<file path="config.mk">
export PLATFORM = sky130hd
export DESIGN_NAME = muldiv_unit
export DESIGN_NICKNAME = d
export VERILOG_FILES = /design/src/rtl/muldiv_unit.sv
export SDC_FILE = /design/constraint.sdc
export NUM_CORES = 1
export LEC_CHECK = 0
export CORE_ASPECT_RATIO = 1.4
export CORE_MARGIN = 4
export CORE_UTILIZATION = 40
export CTS_CLUSTER_DIAMETER = 50
export DETAILED_ROUTE_END_ITERATION = 16
export PLACE_DENSITY = 0.63
export SLEW_MARGIN = 20
export SYNTH_ARGS = -nofsm -noshare
export SYNTH_HDL_FRONTEND = slang
export SYNTH_SLANG_ARGS = --single-unit
</file>
<file path="constraint.sdc">
create_clock -name clk -period 7.3 [get_ports clk]
set_input_delay 0.73 -clock clk [delete_from_list [all_inputs] [get_ports clk]]
set_output_delay 0.73 -clock clk [all_outputs]
set_load 0.05 [all_outputs]
</file>
<file path="src/rtl/muldiv_unit.sv">
// Iterative radix-2 multiply/divide unit with built-in HI/LO registers and a start/busy/done handshake.
// Define MULDIV_UNSIGNED_EN to honour op[0] (multu/divu); otherwise every op is treated as signed.
module muldiv_unit #(
  parameter int WIDTH = 32,
  parameter int CNT_W = 6
) (
  input  logic             clk,
  input  logic             rst,
  input  logic             start,
  input  logic [1:0]       op,
  input  logic [WIDTH-1:0] a,
  input  logic [WIDTH-1:0] b,
  input  logic             hi_wr,
  input  logic             lo_wr,
  input  logic [WIDTH-1:0] wdata,
  output logic             busy,
  output logic             done,
  output logic             div_zero,
  output logic [WIDTH-1:0] hi,
  output logic [WIDTH-1:0] lo
);

  typedef enum logic [1:0] {IDLE, CALC, FIX, DONE} state_t;

  state_t             state;
  logic [CNT_W-1:0]   cnt;
  logic               is_div;
  logic               neg_main;
  logic               neg_rem;
  logic [2*WIDTH-1:0] acc;
  logic [WIDTH-1:0]   divisor;

  function automatic logic [WIDTH-1:0] cond_neg(input logic [WIDTH-1:0] v, input logic n);
    return n ? (~v + WIDTH'(1)) : v;
  endfunction

  function automatic logic [2*WIDTH-1:0] cond_neg2(input logic [2*WIDTH-1:0] v, input logic n);
    return n ? (~v + (2*WIDTH)'(1)) : v;
  endfunction

  logic signed_op;
`ifdef MULDIV_UNSIGNED_EN
  assign signed_op = ~op[0];
`else
  logic unused_op;
  assign signed_op = 1'b1;
  assign unused_op = op[0];
`endif

  logic             a_neg, b_neg;
  logic [WIDTH-1:0] a_mag, b_mag;
  assign a_neg = signed_op & a[WIDTH-1];
  assign b_neg = signed_op & b[WIDTH-1];
  assign a_mag = cond_neg(a, a_neg);
  assign b_mag = cond_neg(b, b_neg);

  // Multiply step: conditional add of the multiplicand into the upper half, then shift right.
  logic [WIDTH:0]     mul_sum;
  logic [2*WIDTH-1:0] mul_next;
  assign mul_sum  = {1'b0, acc[2*WIDTH-1:WIDTH]} + (acc[0] ? {1'b0, divisor} : '0);
  assign mul_next = {mul_sum, acc[WIDTH-1:1]};

  // Restoring divide step: shift the remainder/quotient pair left, keep the difference if non-negative.
  logic [2*WIDTH:0]   div_shift;
  logic [WIDTH:0]     div_diff;
  logic [2*WIDTH-1:0] div_next;
  assign div_shift = {acc, 1'b0};
  assign div_diff  = div_shift[2*WIDTH:WIDTH] - {1'b0, divisor};
  assign div_next  = div_diff[WIDTH] ? div_shift[2*WIDTH-1:0]
                                     : {div_diff[WIDTH-1:0], div_shift[WIDTH-1:1], 1'b1};

  logic [2*WIDTH-1:0] prod_fixed;
  logic [WIDTH-1:0]   quot_fixed, rem_fixed;
  assign prod_fixed = cond_neg2(acc, neg_main);
  assign quot_fixed = cond_neg(acc[WIDTH-1:0], neg_main);
  assign rem_fixed  = cond_neg(acc[2*WIDTH-1:WIDTH], neg_rem);

  always_ff @(posedge clk or posedge rst) begin
    if (rst) begin
      state    <= IDLE;
      cnt      <= '0;
      busy     <= 1'b0;
      done     <= 1'b0;
      div_zero <= 1'b0;
      hi       <= '0;
      lo       <= '0;
      is_div   <= 1'b0;
      neg_main <= 1'b0;
      neg_rem  <= 1'b0;
    end else begin
      done     <= 1'b0;
      div_zero <= 1'b0;
      case (state)
        IDLE: begin
          if (hi_wr) hi <= wdata;
          if (lo_wr) lo <= wdata;
          if (start) begin
            is_div   <= op[1];
            neg_main <= a_neg ^ b_neg;
            neg_rem  <= a_neg;
            cnt      <= CNT_W'(WIDTH);
            busy     <= 1'b1;
            if (op[1] && b == '0) begin
              state    <= DONE;
              done     <= 1'b1;
              div_zero <= 1'b1;
            end else begin
              state <= CALC;
            end
          end
        end
        CALC: begin
          cnt <= cnt - CNT_W'(1);
          if (cnt == CNT_W'(1)) state <= FIX;
        end
        FIX: begin
          if (is_div) begin
            lo <= quot_fixed;
            hi <= rem_fixed;
          end else begin
            hi <= prod_fixed[2*WIDTH-1:WIDTH];
            lo <= prod_fixed[WIDTH-1:0];
          end
          done  <= 1'b1;
          state <= DONE;
        end
        DONE: begin
          busy  <= 1'b0;
          state <= IDLE;
        end
        default: state <= IDLE;
      endcase
    end
  end

  // Datapath registers carry no reset; they are always reloaded on an accepted start.
  always_ff @(posedge clk) begin
    if (state == IDLE && start) begin
      acc     <= {{WIDTH{1'b0}}, a_mag};
      divisor <= b_mag;
    end else if (state == CALC) begin
      acc <= is_div ? div_next : mul_next;
    end
  end

endmodule

</file>
==> results of run 1 <==
[power by group through the flow]
stage                     registers (uW)  clock network (uW)  logic, uW
after floorplan                     2510                   0       3410
after CTS                           2090                 952       5520
after global placement              2100                   0       5450
final                               2100                 938       5540
after detailed placement            2110                   0       5500
after global routing                2160                 989       6050
[synth_stat cells (6+ instances only)]
cell type / instances
a211oi_1: 38
a21o_1: 58
a21oi_1: 125
a221oi_1: 7
a31oi_1: 19
a32oi_1: 6
and2_1: 6
and3_1: 13
buf_1: 11
clkbuf_1: 77
dfrtp_1: 78
dfxtp_1: 32
edfxtp_1: 64
ha_1: 74
inv_1: 65
mux2i_1: 50
nand2_1: 168
nand2b_1: 14
nand3_1: 20
nand4_1: 6
nor2_1: 112
nor2b_1: 25
nor3_1: 33
nor3b_1: 6
nor4_1: 14
o211a_1: 7
o211ai_1: 14
o21a_1: 13
o21ai_0: 176
o21bai_1: 6
o221ai_1: 11
o31ai_1: 33
o41ai_1: 14
or2_2: 10
or3_1: 25
or4_1: 13
xnor2_1: 102
xor2_1: 73
[layer usage]
metal / vias to the layer above / wire (um) / global-route usage / part of all wire
met5: - / 17 / 0 / 0.00039
met4: 2 / 1003 / 0.06809 / 0.023
met3: 57 / 2076 / 0.03174 / 0.048
met2: 392 / 21570 / 0.3921 / 0.50
met1: 6037 / 18630 / 0.2800 / 0.43
li1: 6358 / - / - / -
[logic make-up (layout without fill, tap and decap cells)]
group | count (synthesis) | in the layout | synth area share
flops | 174 | 174 | 0.3224
mux | 52 | 52 | 0.03735
buf+inv | 156 | 281 | 0.04209
compound gates | 561 | 561 | 0.2538
fa+ha+maj | 76 | 76 | 0.06899
simple gates | 482 | 482 | 0.1659
xor+xnor | 175 | 175 | 0.1095
[path summary, 6_finish.rpt]
path / start / endpoint / slack [ns] / depth (start not counted)
max: acc[0] / acc[63] / 2.73 / 12
min: lo[14] / lo[14] / 0.48 / 1
max reg2reg: acc[0] / acc[63] / 2.73 / 12
min reg2reg: lo[14] / lo[14] / 0.48 / 1
max in group asynchronous: rst / lo[2] / 6.09 / 4
min in group asynchronous: rst / hi[20] / 0.62 / 3
[area by class of cell]
class	count	area, um^2	area share
Clock buffer	20	489.2	0.02932
Clock inverter	12	111.4	0.006675
Inverter	65	246.5	0.01477
Multi-Input combinational cell	1346	8940	0.5358
Sequential cell	174	4516	0.2707
Tap cell	451	564.3	0.03382
Timing Repair Buffer	184	1817	0.1089
[registers in the layout, summed over array words and instances, names as in the netlist, 2 cells and up]
signal / count
acc: 64
cnt: 6
divisor: 32
hi: 32
lo: 32
state: 2
[through the flow]
step	instance area (um^2)	hold slack, ns
finish	16680	0.4764
CTS	16660	0.4811
detailed placement	16060	0.4650
global route	16680	0.4967
global placement	16060	0.4594
floorplan	14000	0.4475
[critical path, stage by stage (launching register included)]
cell	delay [ns]
edfxtp_1	0.50
inv_1	0.80
nor2_1	0.21
fa_1	0.47
a21o_1	0.21
a221oi_1	0.61
a2111oi_0	0.31
o21ai_0	0.25
a21oi_1	0.21
a31o_2	0.33
a41o_1	0.24
a31oi_1	0.19
o41ai_1	0.10
==> key figures, run 1 <==
Clock network
  • Post-CTS Hold Buffers: 0
  • Worst-path clk slew: 0.07 ns
  • Postcts setup bufs: 0
  • Clk_lat worst skew: 0.45 ns
  • Clk buf depth: 2
  • CTS H-tree depth: 4
  • TritonCTS sink count: 174
  • Clock Root Buffer: clkbuf_16
  • Cts bufs inserted: 17
  • Post_cts resized: 0
  • CTS tree: built

Timing
  • Final hold vios: 0
  • Tmin final: 4.569 ns
  • Setup WS post-layout: 2.731 ns
  • Setup Skew: 0.01216 ns
  • Period utilization: 0.6259
  • Measured slew at the worst slew-check pin: 1.056 ns
  • Max-slew violation count: 0
  • Post-route setup TNS: 0 ns
  • Relative slew slack: 0.2951
  • Setup Viol. Count Final: 0
  • Achievable Freq: 0.2189 GHz
  • Unrepaired setup endpoints after global routing: false

Logic synthesis
  • Synthesized instance count: 1676
  • Ys async rst share: 0.4483
  • Leading area contributor after synthesis: dfrtp_1
  • Mapped Avg Cell Area: 8.354 um^2
  • Post-synthesis net count: 1855
  • Area contributors post-synth: dfrtp_1, edfxtp_1, ha_1, xnor2_1, o21ai_0
  • Synth top area share: 0.1394
  • Seq/Total Area, Yosys: 0.3224
  • Yosys reg bits: 174
  • EDFF count, synth: 64
  • Library cells used by synthesis: 67
  • Yosys warning count: 0
  • Synth Cell Area: 14000 um^2
  • Main synth FF type: dfrtp_1

Finish
  • N_diodes: 0
  • Area growth syn-to-layout: 19.16%
  • Layout cells sized above 1: 0.04498
  • Fin util: 0.4859
  • Most frequent cells in the layout: o21ai_0, nand2_1, clkdlybuf4s50_1
  • Fill cells: 3348
  • Final nets: 1967
  • Commonest non-fill, non-tap cell in the layout: o21ai_0
  • Layout Cells excl Fill: 2252

Setup path
  • Startpoint types: flip-flop
  • WP data arrival: 4.89 ns
  • Crit-path max FO: 32
  • Critical Setup Path Class: reg2reg
  • Endpoint class of the critical path: flip-flop
  • CP Data Required Time: 7.62 ns

Detailed routing
  • WL final: 43300 um
  • Initial drt markers: 990
  • Via density per instance: 5.704
  • Via Count: 12850
  • Post-detailed-route DRC marker count: 0
  • Antenna-violating nets left: 0
  • DR WL/cell: 19.23 um
  • Detailed Routing Iterations Pass 1: 5

Power
  • Reg power frac: 0.245
  • Peak supply drop: 0.3065 mV
  • Proportion of power drawn by the clock network: 0.109
  • Sw Ratio: 0.5215
  • Static Leak: 0.006783 uW
  • Internal power of the cells: 4106 uW
  • Final Total Pwr: 8581 uW
  • PwrDens: 514.3 nW/um^2
  • Switch Pwr: 4475 uW
  • Comb power frac: 0.646

Floorplan
  • Die Ht: 229.4 um
  • Site Rows: 80
  • Starting density of the core: 0.4078
  • Core ar.: 34330 um^2
  • Die X: 166.1 um
  • Die area: 38100 um^2
  • I/O pin total: 170

Run
  • Maxcap violations: 0

Outcome
  • Outcome: complete, no violations

GRT
  • Gr usage total: 0.2218
  • Vias in the first global route: 12370
  • First-pass GRT wire length: 68280 um
  • Initial antenna violation count: 1
  • Largest net degree at the start of global routing: 86
  • Total grt overflow: 0

Placement
  • Setup Slack @ Placement: 2.730 ns
  • Placed Cells: 2219
  • GPL Wtd Cong: 0.9279
  • PortBufs: 168
  • Post-DP HPWL: 34030 um

Hold path
  • Hold Path Class: reg2reg
Power figures use the tool's default switching activity.
==> inputs of run 2 (changes only) <==
--- a/config.mk
+++ b/config.mk
@@ -10,7 +10,7 @@
 export CORE_UTILIZATION = 40
 export CTS_CLUSTER_DIAMETER = 50
 export DETAILED_ROUTE_END_ITERATION = 16
-export PLACE_DENSITY = 0.63
+export PLACE_DENSITY = 0.65
 export SLEW_MARGIN = 20
 export SYNTH_ARGS = -nofsm -noshare
 export SYNTH_HDL_FRONTEND = slang
==> constraint.sdc (replaced) <==
create_clock -name clk -period 4.1 [get_ports clk]
set_input_delay 0.41 -clock clk [delete_from_list [all_inputs] [get_ports clk]]
set_output_delay 0.41 -clock clk [all_outputs]
set_load 0.05 [all_outputs]
==> key figures, run 2 (synthesis gave the netlist of run 1 again) <==
Outcome
  • Outcome: complete, no violations

Floorplan
  • Die Ht: 229.4 um (unchanged)
  • Core ar.: 34330 um^2 (unchanged)
  • I/O pin total: 170 (unchanged)
  • Starting density of the core: 0.4078 (unchanged)
  • Die X: 166.1 um (unchanged)
  • Die area: 38100 um^2 (unchanged)
  • Site Rows: 80 (unchanged)

Clock network
  • Post_cts resized: 0 (unchanged)
  • CTS tree: built
  • Post-CTS Hold Buffers: 0 (unchanged)
  • Postcts setup bufs: 0 (unchanged)
  • Clk_lat worst skew: 0.46 ns (about the same)
  • Cts bufs inserted: 17 (unchanged)
  • CTS H-tree depth: 4 (unchanged)
  • TritonCTS sink count: 174 (unchanged)
  • Clk buf depth: 2 (unchanged)
  • Clock Root Buffer: clkbuf_16
  • Worst-path clk slew: 0.07 ns (about the same)

Finish
  • Sequential cell area: 4516 um^2 (unchanged)
  • Area growth syn-to-layout: 21.56%
  • Commonest non-fill, non-tap cell in the layout: o21ai_0
  • Most frequent cells in the layout: o21ai_0, nand2_1, clkdlybuf4s50_1
  • Final instance area: 17020 um^2 (+2.0%)
  • Max reg flops: 64 (unchanged)
  • Layout cells sized above 1: 0.06467 (+0.01970)
  • Fin util: 0.4957 (+0.009803)
  • Final nets: 2007 (+2.0%)
  • N_diodes: 0 (unchanged)
  • Fill cells: 3258 (-2.7%)
  • Footprint of the multi-input gates: 8935 um^2 (about the same)
  • Reg with most FFs: acc

GRT
  • Initial antenna violation count: 0 (-1)
  • Gr usage total: 0.2281 (+0.006279)
  • Met1 Resource Use GR: 0.2808 (+0.0007843)
  • Met2 global-route usage: 0.4097 (+0.01763)
  • First-pass GRT wire length: 70170 um (+2.8%)
  • Total grt overflow: 0 (unchanged)
  • Largest net degree at the start of global routing: 70 (-19%)
  • Gr busiest metal: met2
  • Vias in the first global route: 12960 (+4.8%)
  • Met3 usage: 0.02691 (-0.004830)

Timing
  • Max-slew violation count: 0 (unchanged)
  • Measured slew at the worst slew-check pin: 0.8732 ns (-0.1830 ns)
  • Achievable Freq: 0.2605 GHz (+19%)
  • Setup Skew: 0.01173 ns (-0.0004298 ns)
  • Unrepaired setup endpoints after global routing: false
  • Post-route setup TNS: 0 ns (unchanged)
  • Period utilization: 0.9362 (+0.3103)
  • Final hold vios: 0 (unchanged)
  • Setup Viol. Count Final: 0 (unchanged)
  • Relative slew slack: 0.4028 (+0.1078)
  • Tmin final: 3.839 ns (-0.7304 ns)

Power
  • Static Leak: 0.007001 uW (+3.2%)
  • Peak supply drop: 0.4576 mV (+49%)
  • PwrDens: 926.2 nW/um^2 (+80%)

Setup path
  • Startpoint types: flip-flop
  • WP data arrival: 4.20 ns (-0.69 ns)
  • Crit-path max FO: 14 (-56%)
  • Critical Setup Path Class: reg2reg
  • R2R cell count: 14 (+2)
  • Endpoint class of the critical path: flip-flop
  • CP Data Required Time: 4.46 ns (-3.16 ns)

Hold path
  • Hold Path Class: in2async

Detailed routing
  • DR WL/cell: 19.48 um (+1.3%)
  • Via density per instance: 5.780 (+1.3%)
  • WL final: 44630 um (+3.1%)
  • Antenna-violating nets left: 0 (unchanged)
  • Detailed Routing Iterations Pass 1: 5 (unchanged)
  • Via Count: 13240 (+3.1%)
  • Initial drt markers: 1024 (+3.4%)
  • Post-detailed-route DRC marker count: 0 (unchanged)

Placement
  • PortBufs: 168 (unchanged)
  • Dpl cell area: 16400 um^2 (+2.2%)
  • GPL Wtd Cong: 0.9704 (+4.6%)
  • Post-DP HPWL: 35490 um (+4.3%)

Run
  • Maxcap violations: 0 (unchanged)
run 2: changes by cell type in the layout (fill, tap and decap cells not counted), sizes merged:
cell      change
buf          +40
bufinv        +1
clkbuf        +2
clkinv        -1
clkinvlp      -2
inv           -1
run 2: worst paths after layout:
path                            to  slack, ns    start
min                         hi[21]       0.39      rst
min reg2reg                 lo[26]       0.48   lo[26]
min in group clk            lo[26]       0.48   lo[26]
max in group asynchronous   lo[22]       2.77      rst
max                        acc[46]       0.26  acc[31]
max reg2reg                acc[46]       0.26  acc[31]
run 2: final cells by class:
type | instances | share of cell area
Sequential cell | 174 | 0.2653
Tap cell | 451 | 0.03315
Timing Repair Buffer | 224 | 0.1254
Clock inverter | 9 | 0.006249
Clock buffer | 22 | 0.03043
Multi-Input combinational cell | 1346 | 0.5250
Inverter | 65 | 0.01448
run 2: power by group:
group          leakage (uW)  switching [uW]  total (uW)  internal [uW]
Clock              0.000305             779        1760            979
Sequential          0.00182             830        3580           2750
Combinational       0.00487            6490       10400           3940
Total               0.00700            8090       15800           7670
run 2: critical path, cell delays in order (launching register included):
cell and delay (ns):
edfxtp_1 0.36, inv_1 0.07, ha_1 0.23, fa_1 0.39, nand2b_1 0.20, a21oi_1 0.31
o31ai_1 0.12, buf_4 0.15, a211oi_1 0.40, o311ai_1 0.20, and3_1 0.30, or2_2 0.38
buf_12 0.17, o211a_1 0.22, o31ai_1 0.23
run 2: routing by layer:
metal,wire (um),up-vias
li1,-,6440
met1,18580,6269
met2,22320,458
met3,2296,76
met4,1431,0
met5,0,-
run 2: stage by stage:
stage	worst slack (ns)	std cells	total power (uW)	hold slack, ns
2_1_floorplan	0.7485	1676	10540	0.4475
3_3_place_gp	0.2840	2260	13770	0.4590
3_5_place_dp	0.2489	2260	13930	0.4650
4_1_cts	0.2514	2291	15710	0.4149
5_1_grt	0.009317	2291	16820	0.4710
6_report	0.2615	2291	15760	0.3916
==> inputs of run 3 (changes only) <==
--- a/config.mk
+++ b/config.mk
@@ -10,8 +10,7 @@
 export CORE_UTILIZATION = 40
 export CTS_CLUSTER_DIAMETER = 50
 export DETAILED_ROUTE_END_ITERATION = 16
-export PLACE_DENSITY = 0.65
-export SLEW_MARGIN = 20
+export PLACE_DENSITY = 0.63
 export SYNTH_ARGS = -nofsm -noshare
 export SYNTH_HDL_FRONTEND = slang
 export SYNTH_SLANG_ARGS = --single-unit
==> constraint.sdc (replaced) <==
create_clock -name clk -period 4.5 [get_ports clk]
set_input_delay 0.45 -clock clk [delete_from_list [all_inputs] [get_ports clk]]
set_output_delay 0.45 -clock clk [all_outputs]
set_load 0.05 [all_outputs]
==> key figures, run 3 (synthesis gave the netlist of run 1 again) <==
Outcome
  • Outcome: complete, no violations

Timing
  • Setup Viol. Count Final: 0 (unchanged)
  • Final hold vios: 0 (unchanged)
  • Relative slew slack: 0.3796 (-0.02322)
  • Post-route setup TNS: 0 ns (unchanged)
  • Setup Skew: 0.01306 ns (+0.001334 ns)
  • Max-slew violation count: 0 (unchanged)
  • Period utilization: 0.8825 (-0.05375)
  • Achievable Freq: 0.2518 GHz (-3.3%)
  • Measured slew at the worst slew-check pin: 0.9306 ns (+0.05741 ns)
  • Setup WS post-layout: 0.5289 ns (+0.2674 ns)
  • Tmin final: 3.971 ns (+0.1326 ns)
  • Unrepaired setup endpoints after global routing: false
  • WHS: 0.4650 ns (+0.07339 ns)

Power
  • Peak supply drop: 0.4272 mV (-6.6%)
  • Static Leak: 0.006865 uW (-1.9%)
  • PwrDens: 836.4 nW/um^2 (-9.7%)

GRT
  • Gr usage total: 0.2233 (-0.004773)
  • Largest net degree at the start of global routing: 72 (+2.9%)
  • First-pass GRT wire length: 68780 um (-2.0%)
  • Total grt overflow: 0 (unchanged)
  • Vias in the first global route: 12630 (-2.6%)
  • Initial antenna violation count: 1 (+1)

Clock network
  • CTS tree: built
  • Postcts setup bufs: 0 (unchanged)
  • Worst-path clk slew: 0.08 ns (about the same)
  • Post-CTS Hold Buffers: 0 (unchanged)
  • Post_cts resized: 0 (unchanged)
  • Cts bufs inserted: 17 (unchanged)
  • TritonCTS sink count: 174 (unchanged)
  • Clk buf depth: 2 (unchanged)
  • Clock Root Buffer: clkbuf_16
  • CTS H-tree depth: 4 (unchanged)
  • Clk_lat worst skew: 0.47 ns (about the same)

Setup path
  • Buf+Inv Stages, Crit Path: 1 (-2)
  • Worst path cell trace: inv_1 > nor2_1 > ha_1 > a211oi_1 > o211ai_1 > a31oi_1 > o21ai_0 > a41oi_1 > o21bai_1 > xnor2_1 > a31o_2 > a21oi_1
  • Crit-path max cell delay: 0.50 ns (+0.10 ns)
  • Slowest stage cell, crit path: edfxtp_1
  • Crit-path max FO: 16 (+2)
  • CP Data Required Time: 4.89 ns (+0.43 ns)
  • Startpoint types: flip-flop
  • Endpoint class of the critical path: flip-flop
  • Delay-heaviest family, CP: compound AO/OA/AOI/OAI gates
  • Critical Setup Path Class: reg2reg
  • WP data arrival: 4.36 ns (+0.16 ns)

Finish
  • Max reg flops: 64 (unchanged)
  • Final instance area: 16810 um^2 (-1.2%)
  • Commonest non-fill, non-tap cell in the layout: o21ai_0
  • Area growth syn-to-layout: 20.04%
  • Sequential cell area: 4516 um^2 (unchanged)
  • N_diodes: 0 (unchanged)
  • Fin util: 0.4895 (-0.006195)
  • Fill cells: 3343 (+2.6%)
  • Footprint of the multi-input gates: 8935 um^2 (unchanged)
  • Layout cells sized above 1: 0.05440 (-0.01028)
  • Final nets: 1986 (-1.0%)
  • Most frequent cells in the layout: o21ai_0, nand2_1, clkdlybuf4s50_1
  • Reg with most FFs: acc

Detailed routing
  • Via Count: 12970 (-2.1%)
  • Antenna-violating nets left: 0 (unchanged)
  • Via density per instance: 5.709 (-1.2%)
  • Initial drt markers: 799 (-22%)
  • DR WL/cell: 19.36 um (-0.61%)
  • WL final: 43960 um (-1.5%)
  • Post-detailed-route DRC marker count: 0 (unchanged)
  • Detailed Routing Iterations Pass 1: 7 (+2)

Floorplan
  • Starting density of the core: 0.4078 (unchanged)
  • Die X: 166.1 um (unchanged)
  • Die area: 38100 um^2 (unchanged)
  • Core ar.: 34330 um^2 (unchanged)
  • Site Rows: 80 (unchanged)
  • I/O pin total: 170 (unchanged)
  • Die Ht: 229.4 um (unchanged)

Run
  • Maxcap violations: 0 (unchanged)

Placement
  • GPL Wtd Cong: 0.9416 (-3.0%)
  • Dpl cell area: 16210 um^2 (-1.2%)
  • PortBufs: 168 (unchanged)
  • Setup Slack @ Placement: 0.5351 ns (+0.2862 ns)
  • Post-DP HPWL: 35260 um (-0.66%)

Hold path
  • Hold Path Class: in2async
-- run 3: cell count changes in the layout (fill, tap and decap cells not counted), moves of 3 or more --
cell | before | now
buf_12 | 3 | 0
buf_4 | 53 | 35
clkbuf_16 | 20 | 17
clkinv_8 | 0 | 5
-- run 3: area by class of cell --
cell class | instances | area share
sequential | 174 | 0.2687
timing repair buffer | 203 | 0.1157
multi-input combinational | 1346 | 0.5316
tap | 451 | 0.03357
inverter | 65 | 0.01467
clock inverter | 15 | 0.01050
clock buffer | 17 | 0.02531
-- run 3: path summary, 6_finish.rpt --
kind                              from  endpoint  slack [ns]  cells past startpoint
min in group clk                hi[26]    hi[26]        0.48                      1
worst max-delay path            acc[0]   acc[60]        0.53                     12
worst min register to register  hi[26]    hi[26]        0.48                      1
worst min-delay path               rst      done        0.47                      2
worst max register to register  acc[0]   acc[60]        0.53                     12
max in group asynchronous          rst     lo[1]        3.12                      3
-- run 3: metal layers --
metal  wire (um)  part of all wire  vias to the layer above  GRT usage
li1            -                 -                     6410          -
met1       18540              0.42                     6050     0.2706
met2       21770              0.50                      424     0.3997
met3        2003             0.046                       82    0.02726
met4        1646             0.037                        0    0.09260
met5           0                 0                        -          0
-- run 3: worst reg2reg max path: stages, from the launching register on --
cell and delay [ns]:
edfxtp_1 0.50, inv_1 0.47, nor2_1 0.17, ha_1 0.32
a211oi_1 0.41, o211ai_1 0.24, a31oi_1 0.44, o21ai_0 0.29
a41oi_1 0.41, o21bai_1 0.12, xnor2_1 0.16, a31o_2 0.25
a21oi_1 0.13
-- run 3: power breakdown --
group / internal, uW / leakage [uW] / switching (uW) / total, uW
logic: 3450 / 0.00475 / 5790 / 9230
registers: 2510 / 0.00182 / 802 / 3310
clock network: 748 / 0.000286 / 768 / 1520
total: 6700 / 0.00687 / 7360 / 14100
-- run 3: per-stage QoR --
| step | instances | total power [uW] |
|---|---|---|
| final | 2271 | 14060 |
| after global routing | 2271 | 15030 |
| after CTS | 2271 | 14040 |
| after detailed placement | 2239 | 12500 |
| after global placement | 2239 | 12390 |
| after floorplan | 1676 | 9600 |
